**config.mk**
```make
export PLATFORM = sky130hd
export DESIGN_NAME = weight_stream_repeater
export DESIGN_NICKNAME = d
export VERILOG_FILES = /design/src/rtl/wrep_pkg.sv /design/src/rtl/wrep_buf.sv /design/src/rtl/weight_stream_repeater.sv
export SDC_FILE = /design/constraint.sdc
export NUM_CORES = 1
export LEC_CHECK = 0
export ABC_AREA = 1
export CELL_PAD_IN_SITES_DETAIL_PLACEMENT = 1
export CELL_PAD_IN_SITES_GLOBAL_PLACEMENT = 1
export CORE_AREA = 2 2 161 163
export DETAILED_ROUTE_END_ITERATION = 6
export DIE_AREA = 0 0 163 165
export MAX_ROUTING_LAYER = met4
export PLACE_DENSITY = 0.76
export SYNTH_ARGS = -nofsm -noshare
export SYNTH_HDL_FRONTEND = slang
export SYNTH_SLANG_ARGS = --single-unit
```
**constraint.sdc**
```tcl
create_clock -name ap_clk -period 2.25 [get_ports ap_clk]
set_input_delay 0.45 -clock ap_clk [delete_from_list [all_inputs] [get_ports ap_clk]]
set_output_delay 0.45 -clock ap_clk [all_outputs]
set_load 0.02 [all_outputs]
```
**src/rtl/wrep_pkg.sv**
```systemverilog
// Shared types and helpers for the weight stream repeater.
package wrep_pkg;

    typedef enum logic {
        LOAD   = 1'b0,
        REPLAY = 1'b1
    } wrep_state_e;

    // Counter width for a range of n values, never narrower than one bit.
    function automatic int cnt_w(input int n);
        return (n > 1) ? $clog2(n) : 1;
    endfunction

endpackage

```
**src/rtl/wrep_buf.sv**
```systemverilog
// Register-file weight buffer: one synchronous write port, one combinational read port.
module wrep_buf #(
    parameter int WIDTH = 8,
    parameter int DEPTH = 32,
    parameter int AW    = 5
) (
    input  logic             clk_i,
    input  logic             we_i,
    input  logic [AW-1:0]    waddr_i,
    input  logic [WIDTH-1:0] wdata_i,
    input  logic [AW-1:0]    raddr_i,
    output logic [WIDTH-1:0] rdata_o
);

    logic [WIDTH-1:0] mem_q [DEPTH];

    // NOTE: storage carries no reset; every entry is written during LOAD before REPLAY reads it.
    always_ff @(posedge clk_i) begin
        if (we_i) begin
            mem_q[waddr_i] <= wdata_i;
        end
    end

    assign rdata_o = mem_q[raddr_i];

endmodule

```
**src/rtl/weight_stream_repeater.sv**
```systemverilog
// Captures one BDIM-beat weight block and replays it SDIM times on a valid/ready stream.
// Optional macro WREP_TLAST_EN adds m_axis_weights_tlast marking the last beat of each replay.
module weight_stream_repeater
    import wrep_pkg::*;
#(
    parameter int WEIGHT_WIDTH = 8,
    parameter int BDIM         = 32,
    parameter int SDIM         = 4
) (
    input  logic                    ap_clk,
    input  logic                    ap_rst,
    input  logic [WEIGHT_WIDTH-1:0] s_axis_weights_in_tdata,
    input  logic                    s_axis_weights_in_tvalid,
    output logic                    s_axis_weights_in_tready,
    output logic [WEIGHT_WIDTH-1:0] m_axis_weights_tdata,
    output logic                    m_axis_weights_tvalid,
    input  logic                    m_axis_weights_tready,
`ifdef WREP_TLAST_EN
    output logic                    m_axis_weights_tlast,
`endif
    output logic                    busy,
    output logic                    block_done
);

    localparam int IW = cnt_w(BDIM);
    localparam int RW = cnt_w(SDIM);
    localparam logic [IW-1:0] IDX_LAST = IW'(BDIM - 1);
    localparam logic [RW-1:0] REP_LAST = RW'(SDIM - 1);

    if (BDIM < 1 || SDIM < 1) begin : g_param_check
        $error("weight_stream_repeater: BDIM and SDIM must both be >= 1");
    end

    wrep_state_e   state_q, state_d;
    logic [IW-1:0] wr_idx_q, wr_idx_d;
    logic [IW-1:0] rd_idx_q, rd_idx_d;
    logic [RW-1:0] rep_cnt_q, rep_cnt_d;
    logic          done_q, done_d;

    logic in_fire;
    logic out_fire;

    // tready is held low during reset itself, not only in the state after it.
    assign s_axis_weights_in_tready = (state_q == LOAD) && !ap_rst;
    assign m_axis_weights_tvalid    = (state_q == REPLAY);
    assign busy                     = (state_q == REPLAY);
    assign block_done               = done_q;
`ifdef WREP_TLAST_EN
    assign m_axis_weights_tlast     = (state_q == REPLAY) && (rd_idx_q == IDX_LAST);
`endif

    assign in_fire  = s_axis_weights_in_tvalid && s_axis_weights_in_tready;
    assign out_fire = m_axis_weights_tvalid && m_axis_weights_tready;

    wrep_buf #(
        .WIDTH (WEIGHT_WIDTH),
        .DEPTH (BDIM),
        .AW    (IW)
    ) u_buf (
        .clk_i   (ap_clk),
        .we_i    (in_fire),
        .waddr_i (wr_idx_q),
        .wdata_i (s_axis_weights_in_tdata),
        .raddr_i (rd_idx_q),
        .rdata_o (m_axis_weights_tdata)
    );

    always_comb begin
        state_d   = state_q;
        wr_idx_d  = wr_idx_q;
        rd_idx_d  = rd_idx_q;
        rep_cnt_d = rep_cnt_q;
        done_d    = 1'b0;
        unique case (state_q)
            LOAD: begin
                if (in_fire) begin
                    if (wr_idx_q == IDX_LAST) begin
                        wr_idx_d  = '0;
                        rd_idx_d  = '0;
                        rep_cnt_d = '0;
                        state_d   = REPLAY;
                    end else begin
                        wr_idx_d = wr_idx_q + 1'b1;
                    end
                end
            end
            REPLAY: begin
                if (out_fire) begin
                    if (rd_idx_q == IDX_LAST) begin
                        rd_idx_d = '0;
                        if (rep_cnt_q == REP_LAST) begin
                            rep_cnt_d = '0;
                            state_d   = LOAD;
                            done_d    = 1'b1;
                        end else begin
                            rep_cnt_d = rep_cnt_q + 1'b1;
                        end
                    end else begin
                        rd_idx_d = rd_idx_q + 1'b1;
                    end
                end
            end
            default: state_d = LOAD;
        endcase
    end

    always_ff @(posedge ap_clk or posedge ap_rst) begin
        if (ap_rst) begin
            state_q   <= LOAD;
            wr_idx_q  <= '0;
            rd_idx_q  <= '0;
            rep_cnt_q <= '0;
            done_q    <= 1'b0;
        end else begin
            state_q   <= state_d;
            wr_idx_q  <= wr_idx_d;
            rd_idx_q  <= rd_idx_d;
            rep_cnt_q <= rep_cnt_d;
            done_q    <= done_d;
        end
    end

endmodule

```
==> results of run 1 <==
-- where the power goes --
part / internal, µW / switching, µW / total, µW
sequential: 5550 / 66.3 / 5620
clock: 2450 / 1900 / 4360
combinational: 2030 / 3400 / 5430
total: 10000 / 5370 / 15400
-- critical path, stage by stage (launching register included) --
cell and delay (ns):
dfrtp_4 0.56, inv_8 0.12, buf_12 0.13, buf_12 0.13, nand2_4 0.05, nand3_2 0.06
nand3_2 0.10, nand2_2 0.12, nand2_2 0.08, nand2_4 0.08, nand2_2 0.05, nand2_2 0.09
buf_6 0.12
-- synthesized netlist by cell type, types with 2 or more instances --
cell | n | area share, %
a21oi_1 | 4 | 0.18
buf_1 | 3 | 0.10
buf_2 | 40 | 1.8
buf_4 | 4 | 0.27
clkbuf_1 | 10 | 0.33
clkinv_1 | 2 | 0.067
dfrtp_1 | 14 | 3.1
edfxtp_1 | 256 | 69
ha_1 | 9 | 1.0
inv_1 | 12 | 0.40
inv_2 | 2 | 0.067
nand2_1 | 378 | 13
nand3_1 | 204 | 9.1
nor2_1 | 39 | 1.3
nor2_2 | 2 | 0.11
nor3_1 | 2 | 0.089
o21ai_0 | 9 | 0.40
-- metal layers --
metal,vias to the layer above,track usage (%)
met2,269,45.2
li1,3620,-
met5,-,-
met4,0,8.45
met1,4173,30.7
met3,93,3.77
-- metrics by stage --
step	setup slack [ns]	hold WS, ns	instance area (µm²)
4_1_cts	-0.444	0.329	13600
5_1_grt	-0.524	0.396	14000
6_report	-0.456	0.320	14000
2_1_floorplan	0.176	0.339	11200
3_3_place_gp	-0.301	0.474	12400
3_5_place_dp	-0.341	0.504	12400
-- cell type report --
cell class | instances | share of cell area, %
Clock inverter | 15 | 0.607
Sequential cell | 270 | 57.4
Inverter | 16 | 0.482
Tap cell | 330 | 2.95
Timing Repair Buffer | 114 | 9.84
Multi-Input combinational cell | 653 | 23.3
Clock buffer | 37 | 5.39
Timing Repair inverter | 1 | 0.0625
-- kinds of logic after synthesis --
family / after synthesis
and+or+nand+nor: 630
DFF: 270
buffers and inverters: 73
AOI/OAI and AO/OA: 14
adders and majority gates: 9
-- flip-flops by register name, summed over array words and instances (netlist names) --
signal and count:
wr_idx_q 5, rd_idx_q 5, u_buf.mem_q 256, rep_cnt_q 2, busy 1, block_done 1
-- timing repair --
action / CTS / global route
endpoints found under the setup margin: 9 / 9
setup buffers: 4 / 1
endpoints found under the hold margin: 0 / 0
pin swaps: 21 / 32
gates cloned: 6 / 5
gates resized for setup: 106 / 79
-- worst paths after layout --
| path | start | endpoint | slack [ns] | depth (start not counted) |
|---|---|---|---|---|
| worst min register to register | rep_cnt_q[1]$_DFFE_PP0P_ | rep_cnt_q[1]$_DFFE_PP0P_ | 0.52 | 2 |
| worst min-delay path | ap_rst | rd_idx_q[2]$_DFFE_PP0P_ | 0.32 | 2 |
| worst max-delay path | rd_idx_q[0]$_DFFE_PP0P_ | m_axis_weights_tdata[6] | -0.46 | 12 |
| worst max register to register | rd_idx_q[0]$_DFFE_PP0P_ | rd_idx_q[3]$_DFFE_PP0P_ | 0.17 | 11 |
| max in group asynchronous | ap_rst | rd_idx_q[0]$_DFFE_PP0P_ | 1.49 | 2 |
| min in group ap_clk | rep_cnt_q[1]$_DFFE_PP0P_ | rep_cnt_q[1]$_DFFE_PP0P_ | 0.52 | 2 |
==> out/metrics.yaml, run 1 <==
violations: "setup timing"
initial_core_util_pct: 44.8
layout_common_cells: "321 x nand2_1, 256 x edfxtp_1, 148 x nand3_1"
grt_pass1_wl_mm: 49.9
path_class: "reg -> out"
required_ns: 1.80
synth_cells: 996
n_antenna_cell: 0
core_um2: 25000
hold_viol: 0
totalWireLength_mm: 33.6
placed_cells: 1371
worst-path-max-fanout: 8
synth_xor_xnor_area_share_pct: 0
met3WireLength_mm: 1.80
peakVddDrop_mv: 0.654
die_area_um2: 26900
viasPerCell: 5.68
clock_path_buffers: 3
seq_area_um2: 8040
top_layer_used: "met4"
synth-simple-area-share_pct: 23.6
cts_tree: "built"
endpoint_kind: "primary output"
drt-met1-wl_mm: 13.0
syn_area_per_cell_um2: 11.3
root_buffer: "clkbuf_16"
vias: 8155
antenna_found_initial: 0
final.setup.tns_ns: -3.54
wl_per_cell_um: 23.4
finClkSkew_ns: 0.00913
yosysSeqAreaShare_pct: 71.7
io_buffers: 23
yosys_warnings: 0
synth_compound_area_share_pct: 0.625
grt-ovfl-total: 0
clock_sinks: 270
synth_fp_nets: 1017
rows: 58
ioPinCount: 24
holdBufCountCts: 0
clkSlewWorstSetupHoldPaths_ns: 0.06
synth-edff-count: 256
synthMuxAreaShare_pct: 0
tightestPinTransition_ns: 0.600
numCtsBuffers: 28
place_congestion: 0.783
worstSetupStartpointType: "flip-flop"
die_x_um: 163
p_per_area_nw_per_um2: 1100
drt_first_pass_iters: 5
synthFlopType: "edfxtp_1"
fmax_mhz: 370
drcViolationCount: 0
ys_ff_latch: 270
cts_htree_levels: 1
drtAntennaViolNets: 0
finalPower_uw: 15400
leakage_uw: 0.00532
die_h_um: 165
syn_to_final_growth_pct: 25.1
nNetsFinal: 1105
layout-drive-gt1-share_pct: 23.2
layout_commonest_cell: "nand2_1"
dp.final_hpwl_mm: 19.1
max_cap_viol_count: 0
finalNonFillerCells: 1436
slew_headroom_pct: 60.0
synth_top_family_by_area: "simple AND/OR/NAND/NOR gates"
synthAdderAreaFrac_pct: 1.00
setup_viol: 8
wl_met2_mm: 17.6
cp.arrival_ns: 2.26
track_usage_pct: 25.7
multi_input_area_um2: 3270
insertion_delay_ns: 0.55
yosysUniqueCellTypes: 23
rsz0062_at_grt: "true"
outcome: "complete, but fails checks"
report.final.slew_viol_count: 0
async_flop_share_pct: 5.19
timing.final.crit_share_pct: 120
syn_area_um2: 11200
grt_max_degree: 60
drtIter0Drc: 687
utilization_pct: 56.0
fillerInstances: 2567
post-route-min-period_ns: 2.71
setup_ws_ns: -0.456
grt_pass1_vias: 8613
hp-class: "in -> async"
(Power assumes the default switching activity.)
==> run 2: changes to the inputs <==
--- a/config.mk
+++ b/config.mk
@@ -10,7 +10,7 @@
 export CELL_PAD_IN_SITES_GLOBAL_PLACEMENT = 1
-export CORE_AREA = 2 2 161 163
+export CORE_AREA = 2 2 191 193
 export DETAILED_ROUTE_END_ITERATION = 6
-export DIE_AREA = 0 0 163 165
+export DIE_AREA = 0 0 193 195
 export MAX_ROUTING_LAYER = met4
-export PLACE_DENSITY = 0.76
+export PLACE_DENSITY = 0.58
 export SYNTH_ARGS = -nofsm -noshare
--- a/constraint.sdc
+++ b/constraint.sdc
@@ -3,2 +3,2 @@
 set_output_delay 0.45 -clock ap_clk [all_outputs]
-set_load 0.02 [all_outputs]
+set_load 0.1 [all_outputs]
==> out/metrics.yaml, run 2 (same netlist as run 1, synthesis figures left out) <==
outcome: "complete, but fails checks"  # unchanged
violations: "setup timing"  # unchanged
viasPerCell: 4.92  # was 5.68
cp_top_family: "buffers and inverters"  # was simple AND/OR/NAND/NOR gates
fmax_mhz: 362  # was 370 MHz
drtAntennaViolNets: 0  # unchanged
hold_viol: 0  # unchanged
clkSlewWorstSetupHoldPaths_ns: 0.06  # about the same
peakVddDrop_mv: 2.63  # was 0.654 mV
placed_cells: 1469  # was 1,371
layout_commonest_cell: "nand2_1"  # unchanged
p_per_area_nw_per_um2: 1180  # was 1100 nW/µm²
worst-path-buf-inv: 4  # unchanged
finalPower_uw: 16900  # was 15,400 µW
grt-ovfl-total: 0  # unchanged
syn_to_final_growth_pct: 27.5  # was 25.1%
endpoint_kind: "primary output"  # unchanged
insertion_delay_ns: 0.56  # was 0.55 ns
worstSetupStartpointType: "flip-flop"  # unchanged
setup_viol: 8  # unchanged
numCtsBuffers: 30  # was 28
initial_core_util_pct: 31.7  # was 44.8%
drcViolationCount: 0  # unchanged
die_area_um2: 37600  # was 26,900 µm²
top_regs: "u_buf.mem_q (256), rd_idx_q (5), wr_idx_q (5)"  # unchanged
clock_sinks: 270  # unchanged
n_antenna_cell: 0  # unchanged
slew_headroom_pct: 58.5  # was 60.0%
hp-class: "in -> async"  # unchanged
layout_common_cells: "327 x nand2_1, 256 x edfxtp_1, 155 x nand3_1"  # was 321 x nand2_1, 256 x edfxtp_1, 148 x nand3_1
grt_pass1_wl_mm: 48.8  # was 49.9 mm
dp.final_hpwl_mm: 19.2  # was 19.1 mm
regMostFlops: "u_buf.mem_q"  # unchanged
required_ns: 1.80  # about the same
vias: 7599  # was 8,155
die_x_um: 193  # was 163 µm
timing.final.crit_share_pct: 123  # was 120%
tightestPinTransition_ns: 0.622  # was 0.600 ns
antenna_found_initial: 0  # unchanged
rsz0062_at_grt: "true"  # unchanged
rows: 69  # was 58
layout-drive-gt1-share_pct: 23.3  # was 23.2%
core_um2: 35400  # was 25,000 µm²
max_stage_delay_ns: 0.52  # was 0.56 ns
fillerInstances: 3790  # was 2,567
leakage_uw: 0.00523  # was 0.00532 µW
grt_max_degree: 42  # was 60
cp.arrival_ns: 2.31  # was 2.26 ns
worst-path-max-fanout: 8  # unchanged
die_h_um: 195  # was 165 µm
clock_path_buffers: 3  # unchanged
finalNonFillerCells: 1543  # was 1,436
grt_pass1_vias: 7915  # was 8,613
ioPinCount: 24  # unchanged
drtIter0Drc: 481  # was 687
report.final.slew_viol_count: 0  # unchanged
setup_ws_ns: -0.513  # was -0.456 ns
cts_htree_levels: 1  # unchanged
track_usage_pct: 17.9  # was 25.7%
nNetsFinal: 1080  # was 1,105
totalWireLength_mm: 32.6  # was 33.6 mm
drt_first_pass_iters: 4  # was 5
crit_slowest_cell: "dfrtp_4"  # unchanged
hold-worst-slack_ns: 0.349  # was 0.320 ns
utilization_pct: 40.4  # was 56.0%
max_cap_viol_count: 0  # unchanged
largest_reg_flops: 256  # unchanged
cp_cell_sequence: "clkinv_8, buf_12, buf_4, nand2_2, nand3_2, nand3_2, nand2_2, nand2_1, nand2_1, nand2_1, nand2_2, buf_12"  # was inv_8, buf_12, buf_12, nand2_4, nand3_2, nand3_2, nand2_2, nand2_2, nand2_4, nand2_2, nand2_2, buf_6
path_class: "reg -> out"  # unchanged
cts_tree: "built"  # unchanged
root_buffer: "clkbuf_16"  # unchanged
place_congestion: 0.779  # was 0.783
io_buffers: 23  # unchanged
post-route-min-period_ns: 2.76  # was 2.71 ns
wl_per_cell_um: 21.1  # was 23.4 µm
holdBufCountCts: 0  # unchanged
finClkSkew_ns: 0.0201  # was 0.00913 ns
## run 2: cell count changes in the layout (fill, tap and decap cells not counted), sizes merged
cell,change
buf,-24
bufinv,+1
clkbuf,+1
clkdlybuf4s50,-3
clkinv,+2
clkinvlp,+1
dlygate4sd2,-1
inv,-1
## run 2: routing by layer
layer / vias up / global-route usage (%) / wire (µm)
met4: 0 / 4.55 / 748
met1: 3826 / 24.2 / 14800
met3: 63 / 2.26 / 1220
met2: 132 / 28.6 / 15800
li1: 3578 / - / -
met5: - / - / 0
## run 2: power by group
part	internal [µW]	switching (µW)	total (µW)	leakage [µW]
sequential	5550	72.9	5630	0.00247
combinational	2240	4320	6560	0.00231
clock	2720	1950	4670	0.000453
## run 2: worst paths after layout
path | slack (ns) | to | startpoint | depth (start not counted)
worst max-delay path | -0.51 | m_axis_weights_tdata[2] | rd_idx_q[0]$_DFFE_PP0P_ | 12
worst min-delay path | 0.35 | wr_idx_q[2]$_DFFE_PP0P_ | ap_rst | 2
worst max register to register | 0.21 | rd_idx_q[3]$_DFFE_PP0P_ | rd_idx_q[0]$_DFFE_PP0P_ | 11
worst min register to register | 0.50 | rep_cnt_q[1]$_DFFE_PP0P_ | rep_cnt_q[1]$_DFFE_PP0P_ | 2
max in group asynchronous | 1.43 | busy$_DFF_PP0_ | ap_rst | 2
min in group ap_clk | 0.50 | rep_cnt_q[1]$_DFFE_PP0P_ | rep_cnt_q[1]$_DFFE_PP0P_ | 2
## run 2: metrics by stage
stage | setup WS [ns] | TNS [ns] | cell area (µm²)
floorplan | -0.0915 | -13.39 | 11500
global placement | -0.0617 | -0.0880 | 12600
detailed placement | -0.0505 | -0.117 | 12600
CTS | -0.537 | -4.20 | 14000
global route | -0.606 | -4.70 | 14300
finish | -0.513 | -3.92 | 14300
## run 2: repair_timing
action	4_1_cts	5_1_grt
pin swaps	29	35
gates resized for setup	71	49
gates cloned	6	6
setup endpoints to repair	8	11
setup buffers	9	0
hold endpoints to repair	0	0
## run 2: area by class of cell
cell class                      count  area, µm²  area share [%]
Timing Repair Buffer               87       1220            8.52
Timing Repair inverter              1       6.26          0.0438
Multi-Input combinational cell    653       3450            24.1
Tap cell                          461        577            4.04
Clock buffer                       37        798            5.58
Inverter                           16       72.6           0.508
Clock inverter                     18        130           0.910
Sequential cell                   270       8050            56.3
==> run 3: changes to the inputs <==
- CTS_CLUSTER_SIZE: not set -> 28
- GPL_TIMING_DRIVEN: not set -> 0
==> out/metrics.yaml, run 3 (same netlist as run 1, synthesis figures left out) <==
cp.arrival_ns: 2.33  # was 2.31 ns
drcViolationCount: 0  # unchanged
setup_viol: 8  # unchanged
largest_reg_flops: 256  # unchanged
endpoint_kind: "primary output"  # unchanged
crit_top_cell: "nand2_1"
regMostFlops: "u_buf.mem_q"  # unchanged
crit_slowest_cell: "dfrtp_2"  # was dfrtp_4
ioPinCount: 24  # unchanged
grt_pass1_wl_mm: 52.9  # was 48.8 mm
clock_path_buffers: 3  # unchanged
drtIter0Drc: 480  # was 481
cts_htree_levels: 1  # unchanged
worst-path-max-fanout: 10  # was 8
peakVddDrop_mv: 1.66  # was 2.63 mV
setup_ws_ns: -0.527  # was -0.513 ns
outcome: "complete, but fails checks"  # unchanged
drtAntennaViolNets: 0  # unchanged
grt-ovfl-total: 0  # unchanged
initial_core_util_pct: 31.7  # unchanged
timing.final.crit_share_pct: 123  # about the same
report.final.slew_viol_count: 0  # unchanged
cp_cell_sequence: "clkinv_4, buf_12, clkbuf_16, nand2_1, nand3_4, nand3_2, nand2_1, nand2_1, nand2_1, nand2_1, nand2_2, buf_12"  # was clkinv_8, buf_12, buf_4, nand2_2, nand3_2, nand3_2, nand2_2, nand2_1, nand2_1, nand2_1, nand2_2, buf_12
worstSetupStartpointType: "flip-flop"  # unchanged
leakage_uw: 0.00526  # was 0.00523 µW
die_area_um2: 37600  # unchanged
top_regs: "u_buf.mem_q (256), rd_idx_q (5), wr_idx_q (5)"  # unchanged
fillerInstances: 3716  # was 3,790
tightestPinTransition_ns: 0.958  # was 0.622 ns
layout_common_cells: "337 x nand2_1, 256 x edfxtp_1, 134 x nand3_1"  # was 327 x nand2_1, 256 x edfxtp_1, 155 x nand3_1
stdcell_area_um2: 14400  # was 14,300 µm²
die_x_um: 193  # unchanged
pre_cts_slack_ns: -1.31  # was -0.0505 ns
core_um2: 35400  # unchanged
n_antenna_cell: 0  # unchanged
hp-class: "in -> async"  # unchanged
clkSlewWorstSetupHoldPaths_ns: 0.06  # about the same
finClkSkew_ns: 0.00989  # was 0.0201 ns
final.setup.tns_ns: -4.00  # was -3.92 ns
root_buffer: "clkbuf_16"  # unchanged
seq_area_um2: 8040  # was 8050 µm²
grt_pass1_vias: 7907  # was 7,915
antenna_found_initial: 0  # unchanged
dp.final_hpwl_mm: 23.8  # was 19.2 mm
drt_first_pass_iters: 6  # was 4
insertion_delay_ns: 0.55  # was 0.56 ns
nNetsFinal: 1077  # was 1,080
die_h_um: 195  # unchanged
post-route-min-period_ns: 2.78  # was 2.76 ns
hold-worst-slack_ns: 0.372  # was 0.349 ns
reg2reg_slack_ns: 0.21  # about the same
hold_viol: 0  # unchanged
cts_tree: "built"  # unchanged
worst-path-buf-inv: 4  # unchanged
vias: 7667  # was 7,599
path_class: "reg -> out"  # unchanged
rsz0062_at_grt: "true"  # unchanged
fmax_mhz: 360  # was 362 MHz
syn_to_final_growth_pct: 28.5  # was 27.5%
rows: 69  # unchanged
slew_headroom_pct: 36.4  # was 58.5%
multi_input_area_um2: 3620  # was 3450 µm²
max_stage_delay_ns: 0.45  # was 0.52 ns
viasPerCell: 4.98  # was 4.92
postPlaceCellArea_um2: 12200  # was 12,600 µm²
io_buffers: 23  # unchanged
p_per_area_nw_per_um2: 1250  # was 1180 nW/µm²
finalNonFillerCells: 1539  # was 1,543
clock_sinks: 270  # unchanged
placed_cells: 1480  # was 1,469
layout_commonest_cell: "nand2_1"  # unchanged
holdBufCountCts: 0  # unchanged
required_ns: 1.80  # about the same
totalWireLength_mm: 35.9  # was 32.6 mm
cp_top_family: "simple AND/OR/NAND/NOR gates"  # was buffers and inverters
max_cap_viol_count: 0  # unchanged
grt_max_degree: 33  # was 42
wl_per_cell_um: 23.3  # was 21.1 µm
violations: "setup timing"  # unchanged
layout-drive-gt1-share_pct: 26.3  # was 23.3%
track_usage_pct: 20.0  # was 17.9%
place_congestion: 0.834  # was 0.779
numCtsBuffers: 29  # was 30
[run 3: metrics by stage]
step	utilization, %	power [µW]
2_1_floorplan	-	9210
3_3_place_gp	34.7	11200
3_5_place_dp	34.6	11200
4_1_cts	39.9	17700
5_1_grt	40.7	18600
6_report	40.7	18000
[run 3: cell type report]
cell class,instances,area share (%)
Multi-Input combinational cell,653,25.1
Sequential cell,270,55.8
Inverter,16,0.521
Timing Repair Buffer,29,2.60
Clock buffer,35,5.33
Buffer,57,4.76
Clock inverter,18,1.83
Tap cell,461,4.00
[run 3: per-layer routing]
layer	share of wire, %	GRT usage (%)	vias up
met5	0	-	-
met3	3.6	2.70	58
li1	-	-	3572
met2	47	30.7	158
met1	47	27.3	3879
met4	2.9	6.87	0
[run 3: repair_timing]
action                                  4_1_cts  5_1_grt
pin swaps                                    29       15
gates cloned                                  2        0
buffers inserted                              5        0
hold endpoints to repair                      0        0
resized for setup                           260       79
endpoints found under the setup margin       68       68
[run 3: final timing paths]
path                                                endpoint  depth (start not counted)                     start
worst max-delay path                 m_axis_weights_tdata[4]                         12   rd_idx_q[0]$_DFFE_PP0P_
worst min-delay path                 wr_idx_q[0]$_DFFE_PP0P_                          2                    ap_rst
worst max register to register  u_buf.mem_q[19][7]$_DFFE_PP_                          4   wr_idx_q[2]$_DFFE_PP0P_
worst min register to register      rep_cnt_q[1]$_DFFE_PP0P_                          2  rep_cnt_q[1]$_DFFE_PP0P_
max in group asynchronous                     busy$_DFF_PP0_                          2                    ap_rst
min in group ap_clk                 rep_cnt_q[1]$_DFFE_PP0P_                          2  rep_cnt_q[1]$_DFFE_PP0P_
[run 3: worst register-to-register path: stages (launching register included)]
cell	delay (ns)
dfrtp_1	0.36
clkbuf_1	0.19
inv_1	0.19
nand3_1	0.38
nor2_2	0.57
[run 3: power by group]
part           internal, µW  total, µW  switching [µW]  leakage, µW
clock network          3220       5200            1980     0.000508
logic                  2330       7150            4810      0.00228
registers              5550       5610            56.4      0.00247
